==> src/rtl/riscv_core_id_ex_skid_reg.sv <==
// riscv_core_id_ex_skid_reg
//   ID->EX pipeline register with a 2-entry skid buffer and a valid/ready handshake.
//   The MAIN register drives the EX outputs. The SKID register catches one extra
//   entry when EX stalls. Because of this, o_id_ready is a plain flop and never
//   depends combinationally on i_ex_ready.
//   Downstream, operand B is selected as o_ex_alu_src ? o_ex_imm : o_ex_rs2_data.
//
// Ports
//   i_clk, i_rst                  clock and synchronous active-high reset
//   i_id_valid / o_id_ready       ID-side handshake (ready is registered)
//   i_id_rs1_data, i_id_rs2_data  decoded register operands
//   i_id_imm                      sign-extended immediate
//   i_id_alu_src                  0: rs2, 1: imm
//   i_id_rd_addr, i_id_ctrl       destination register and opaque EX control
//   i_flush                       discards every held entry and any same-cycle input
//   o_ex_valid / i_ex_ready       EX-side handshake
//   o_ex_*                        registered entry; ctrl and alu_src read 0 in a bubble
//   o_stall_cnt, o_flush_cnt      performance counters
//
// Configuration
//   RISCV_CORE_ID_EX_PERF_EN      enables the saturating performance counters.
//                                 When it is undefined, both counter outputs are tied to 0.
module riscv_core_id_ex_skid_reg #(
    parameter int unsigned DATA_WIDTH     = 64,
    parameter int unsigned REG_ADDR_WIDTH = 5,
    parameter int unsigned CTRL_WIDTH     = 8,
    parameter int unsigned PERF_CNT_WIDTH = 32
) (
    input  logic                      i_clk,
    input  logic                      i_rst,
    input  logic                      i_id_valid,
    output logic                      o_id_ready,
    input  logic [DATA_WIDTH-1:0]     i_id_rs1_data,
    input  logic [DATA_WIDTH-1:0]     i_id_rs2_data,
    input  logic [DATA_WIDTH-1:0]     i_id_imm,
    input  logic                      i_id_alu_src,
    input  logic [REG_ADDR_WIDTH-1:0] i_id_rd_addr,
    input  logic [CTRL_WIDTH-1:0]     i_id_ctrl,
    input  logic                      i_flush,
    output logic                      o_ex_valid,
    input  logic                      i_ex_ready,
    output logic [DATA_WIDTH-1:0]     o_ex_rs1_data,
    output logic [DATA_WIDTH-1:0]     o_ex_rs2_data,
    output logic [DATA_WIDTH-1:0]     o_ex_imm,
    output logic                      o_ex_alu_src,
    output logic [REG_ADDR_WIDTH-1:0] o_ex_rd_addr,
    output logic [CTRL_WIDTH-1:0]     o_ex_ctrl,
    output logic [PERF_CNT_WIDTH-1:0] o_stall_cnt,
    output logic [PERF_CNT_WIDTH-1:0] o_flush_cnt
);

    // Entry layout, LSB first: rs1, rs2, imm, alu_src, rd, ctrl
    localparam int unsigned OFF_RS2 = DATA_WIDTH;
    localparam int unsigned OFF_IMM = 2 * DATA_WIDTH;
    localparam int unsigned OFF_SRC = 3 * DATA_WIDTH;
    localparam int unsigned OFF_RD  = OFF_SRC + 1;
    localparam int unsigned OFF_CTL = OFF_RD + REG_ADDR_WIDTH;
    localparam int unsigned ENTRY_W = OFF_CTL + CTRL_WIDTH;

    localparam logic [1:0] ST_EMPTY = 2'd0;
    localparam logic [1:0] ST_FULL  = 2'd1;
    localparam logic [1:0] ST_SKID  = 2'd2;

    logic [1:0]         r_state;
    logic [1:0]         w_state_d;
    logic               r_id_ready;
    logic [ENTRY_W-1:0] r_main;
    logic [ENTRY_W-1:0] r_skid;
    logic [ENTRY_W-1:0] w_in_entry;
    logic               w_in_xfer;
    logic               w_out_xfer;
    logic               w_ex_valid;
    logic               w_load_main_in;
    logic               w_load_main_skid;
    logic               w_load_skid;

    assign w_in_entry = {i_id_ctrl, i_id_rd_addr, i_id_alu_src, i_id_imm, i_id_rs2_data,
                         i_id_rs1_data};
    assign w_ex_valid = (r_state != ST_EMPTY);
    assign w_in_xfer  = i_id_valid & r_id_ready;
    assign w_out_xfer = w_ex_valid & i_ex_ready;

    always_comb begin
        w_state_d        = r_state;
        w_load_main_in   = 1'b0;
        w_load_main_skid = 1'b0;
        w_load_skid      = 1'b0;
        if (i_flush) begin
            // Any same-cycle input is dropped. A same-cycle output was already sampled by EX.
            w_state_d = ST_EMPTY;
        end else begin
            case (r_state)
                ST_EMPTY: begin
                    if (w_in_xfer) begin
                        w_state_d      = ST_FULL;
                        w_load_main_in = 1'b1;
                    end
                end
                ST_FULL: begin
                    if (w_in_xfer && w_out_xfer) begin
                        w_load_main_in = 1'b1;
                    end else if (w_in_xfer) begin
                        w_state_d   = ST_SKID;
                        w_load_skid = 1'b1;
                    end else if (w_out_xfer) begin
                        w_state_d = ST_EMPTY;
                    end
                end
                ST_SKID: begin
                    if (w_out_xfer) begin
                        w_state_d        = ST_FULL;
                        w_load_main_skid = 1'b1;
                    end
                end
                default: w_state_d = ST_EMPTY;
            endcase
        end
    end

    always_ff @(posedge i_clk) begin
        if (i_rst) begin
            r_state    <= ST_EMPTY;
            r_id_ready <= 1'b1;
            r_main     <= '0;
            r_skid     <= '0;
        end else begin
            r_state    <= w_state_d;
            r_id_ready <= (w_state_d != ST_SKID);
            // Data flops only load on a real move, so they hold their value while invalid.
            if (w_load_main_in) begin
                r_main <= w_in_entry;
            end else if (w_load_main_skid) begin
                r_main <= r_skid;
            end
            if (w_load_skid) begin
                r_skid <= w_in_entry;
            end
        end
    end

    assign o_id_ready    = r_id_ready;
    assign o_ex_valid    = w_ex_valid;
    assign o_ex_rs1_data = r_main[DATA_WIDTH-1:0];
    assign o_ex_rs2_data = r_main[OFF_IMM-1:OFF_RS2];
    assign o_ex_imm      = r_main[OFF_SRC-1:OFF_IMM];
    assign o_ex_rd_addr  = r_main[OFF_CTL-1:OFF_RD];
    // A bubble presents as a NOP with operand B taken from rs2.
    assign o_ex_alu_src  = r_main[OFF_SRC] & w_ex_valid;
    assign o_ex_ctrl     = w_ex_valid ? r_main[ENTRY_W-1:OFF_CTL] : '0;

`ifdef RISCV_CORE_ID_EX_PERF_EN
    logic [PERF_CNT_WIDTH-1:0] r_stall_cnt;
    logic [PERF_CNT_WIDTH-1:0] r_flush_cnt;
    logic                      w_flush_kill;

    // A held entry dies unless it is MAIN and EX takes it in the flush cycle.
    assign w_flush_kill = i_flush & ((r_state == ST_SKID) | ((r_state == ST_FULL) & ~i_ex_ready));

    always_ff @(posedge i_clk) begin
        if (i_rst) begin
            r_stall_cnt <= '0;
            r_flush_cnt <= '0;
        end else begin
            if (w_ex_valid && !i_ex_ready && (r_stall_cnt != '1)) begin
                r_stall_cnt <= r_stall_cnt + PERF_CNT_WIDTH'(1);
            end
            if (w_flush_kill && (r_flush_cnt != '1)) begin
                r_flush_cnt <= r_flush_cnt + PERF_CNT_WIDTH'(1);
            end
        end
    end

    assign o_stall_cnt = r_stall_cnt;
    assign o_flush_cnt = r_flush_cnt;
`else
    assign o_stall_cnt = '0;
    assign o_flush_cnt = '0;
`endif

endmodule
==> config.mk <==
export PLATFORM = sky130hd
export DESIGN_NAME = riscv_core_id_ex_skid_reg
export DESIGN_NICKNAME = d
export VERILOG_FILES = /design/src/rtl/riscv_core_id_ex_skid_reg.sv
export SDC_FILE = /design/constraint.sdc
export NUM_CORES = 1
export LEC_CHECK = 0
export ABC_AREA = 1
export BUFFER_PORTS_ARGS = -buffer_cell sky130_fd_sc_hd__clkbuf_2
export CORE_ASPECT_RATIO = 0.5
export CORE_MARGIN = 2
export CORE_UTILIZATION = 54
export DETAILED_ROUTE_END_ITERATION = 10
export HOLD_SLACK_MARGIN = 0.08
export PLACE_DENSITY = 0.87
export SLEW_MARGIN = 0
export SYNTH_ARGS = -nofsm -noshare
export SYNTH_HDL_FRONTEND = slang
export SYNTH_SLANG_ARGS = --single-unit
==> constraint.sdc <==
create_clock -name i_clk -period 2.2 [get_ports i_clk]
set_input_delay 0.11 -clock i_clk [delete_from_list [all_inputs] [get_ports i_clk]]
set_output_delay 0.11 -clock i_clk [all_outputs]
set_load 0.01 [all_outputs]
==> results_dict.tcl <==
set metrics [dict create \
    status "finished clean" \
    wl_met1_um 23370 \
    max_freq_mhz 490.8 \
    cts.sinks 415 \
    drt_iter0_markers 2124 \
    power.internal_mw 13.07 \
    seqPwrFrac_pct 45.6 \
    fin_tns_setup_ns 0 \
    dpl.hpwl_um 34320 \
    numCtsBuffers 39 \
    grt_pass1_vias 19891 \
    rows 49 \
    place.gp.congestion 0.8602 \
    wire_per_inst_um 16.65 \
    ir_drop_mv 0.4139 \
    seq_area_frac_synth_pct 41.22 \
    wl_met2_um 29430 \
    powerDensity_mw_per_mm2 724.2 \
    syn-cell-area_mm2 0.02016 \
    whs_ns 0.3578 \
    period_share_pct 92.61 \
    crit_buf_inv 3 \
    p_switching_mw 4.692 \
    multi_input_area_mm2 0.008409 \
    grt_pass1_wl_um 102000 \
    crit_fanout 9 \
    regArea_mm2 0.008309 \
    io_buffers 418 \
    crit_path_end_kind "primary output" \
    nFillCells 2636 \
    p_leak_nw 12.32 \
    first_pass_iters 9 \
    ys_types 21 \
    vias 21233 \
    ys_warn_count 0 \
    dieArea_mm2 0.03898 \
    netlist_instances 3008 \
    core_area_mm2 0.03636 \
    critPathRequiredTime_ns 2.09 \
    combPwrFrac_pct 13.8 \
    highest_layer "met5" \
    htree_levels 2 \
    fin_total_pwr_mw 17.76 \
    tightest_slew_ns 1.042 \
    ys_seq_elements 415 \
    cts_tree "yes" \
    final.min_clock_period_ns 2.037 \
    rsz0062_at_grt "false" \
    syn_to_final_growth_pct 21.69 \
    grt_overflow 0 \
    ios 483 \
    post-cts-setup-buffers 0 \
    start_util_pct 55.44 \
    die_h_um 140.6 \
    clk_path_buf_depth 3 \
    critical_path_class "register to primary output" \
    met3WireLength_um 5471 \
    die_width_um 277.2 \
    antenna_left 0 \
    clockPowerShare_pct 40.6 \
    crit_chain "inv_1, nand2_1, clkinv_1, nor2_1, clkbuf_2" \
    nets 3524 \
    routed_via_density 5.541 \
    p_sw_share_pct 26.41 \
    drive_gt1_share_pct 16.35 \
    setup_violations 0 \
    timing_hold_violations_final 0 \
    clockRootBuffer "clkbuf_16" \
    hp-class "input pin to register" \
    cp_slowest_cell "dfxtp_2" \
    avgSynthCellArea_um2 6.701 \
    cap_violations 0 \
    crit_family "buffers and inverters" \
    final_cell_mix "nand2_1, nor2_1, clkbuf_2" \
    grt_max_degree 118 \
    wl_um 63800 \
    clk_pin_slew_worst_paths_ns 0.07 \
    slew_headroom_pct 30.51 \
    drc 0 \
    max_stage_delay_ns 0.45 \
    clk_latency_ns 0.54 \
    startpoint_type "register" \
    worstPathArrival_ns 1.93 \
    drv_slew 0 \
    track_usage_pct 31.64 \
    antenna_found_initial 9 \
    clock_skew_ns 0.02573 \
    layout_commonest_cell "nand2_1" \
]
[state kept, by name, indices dropped and copies added, names as in the netlist]
name        cells
r_main        206
r_skid        206
o_id_ready      1
r_state         2
[power groups by stage]
stage	combinational (mW)	clock, mW	sequential (mW)
floorplan	1.62	0	8.17
global placement	1.99	0	8.25
detailed placement	2.03	0	8.25
CTS	2.35	7.29	8.08
global route	2.67	7.62	8.13
finish	2.45	7.21	8.10
[metal layers]
metal	GRT usage, %	up-vias
li1	-	9784
met1	36.71	9577
met2	50.15	1374
met3	8.452	494
met4	25.00	4
met5	0	-
[cells in the mapped netlist]
master	n	area [um^2]
buf_2	51	255.2
conb_1	1	3.750
nor2_4	1	11.26
buf_4	261	1959
dfxtp_1	415	8308
inv_2	2	7.510
nand2_2	2	12.51
nand2_1	622	2335
buf_1	20	75.07
o21ai_0	202	1011
clkinv_1	1	3.750
o21ai_1	6	30.03
o21ai_2	1	8.760
nand3_1	414	2072
inv_1	222	833.3
a21oi_1	206	1031
nor3_4	1	16.27
nor3_1	2	10.01
o211ai_1	1	7.510
clkbuf_1	153	574.3
nor2_1	424	1592
[tightest hold or removal path, cell delays in order]
cell and delay (ns):
dlygate4sd3_1 0.52, clkbuf_2 0.11, nor2_1 0.04, nor2_1 0.09
[final timing paths]
kind,cells after the start,end,startpoint,slack (ns)
max,5,o_ex_ctrl[1],r_state[0],0.16
min,4,r_skid[24],i_id_rs1_data[24],0.36
max reg2reg,8,r_main[73],r_state[1],0.18
min reg2reg,2,r_main[178],r_main[178],0.48
[cell families (layout without fill, tap and decap cells)]
group | count (synthesis) | count (layout) | share of synthesized area (%)
compound gates | 416 | 416 | 10.36
buf+inv | 710 | 979 | 18.40
flops | 415 | 415 | 41.22
other cells | 1 | 72 | 0.01860
simple gates | 1466 | 1466 | 30.01
[per-stage QoR]
step | cells | area, um^2 | util, % | setup slack (ns)
after global routing | 3831 | 24530 | 67.46 | 0.01107
after CTS | 3824 | 24510 | 67.41 | 0.07695
final | 3832 | 24530 | 67.47 | 0.1626
after detailed placement | 3546 | 21080 | 57.97 | 0.3204
after floorplan | 3071 | 20390 | - | 0.6226
after global placement | 3546 | 21080 | 57.97 | 0.4057
[what timing repair did]
item                                    4_1_cts  5_1_grt
hold buffers                                210        0
endpoints found under the hold margin       415        0
gates resized for setup                       0        1
endpoints found under the setup margin        0        9
[cell type report]
class / instances / area share, %
flip-flops and latches: 415 / 33.87
diodes: 8 / 0.08161
well taps: 484 / 2.469
multi-input cells: 1946 / 34.28
inverters: 225 / 3.494
repair buffers: 686 / 20.38
clock buffers: 53 / 4.438
clock inverters: 15 / 0.9844
Power figures use the tool's default switching activity.
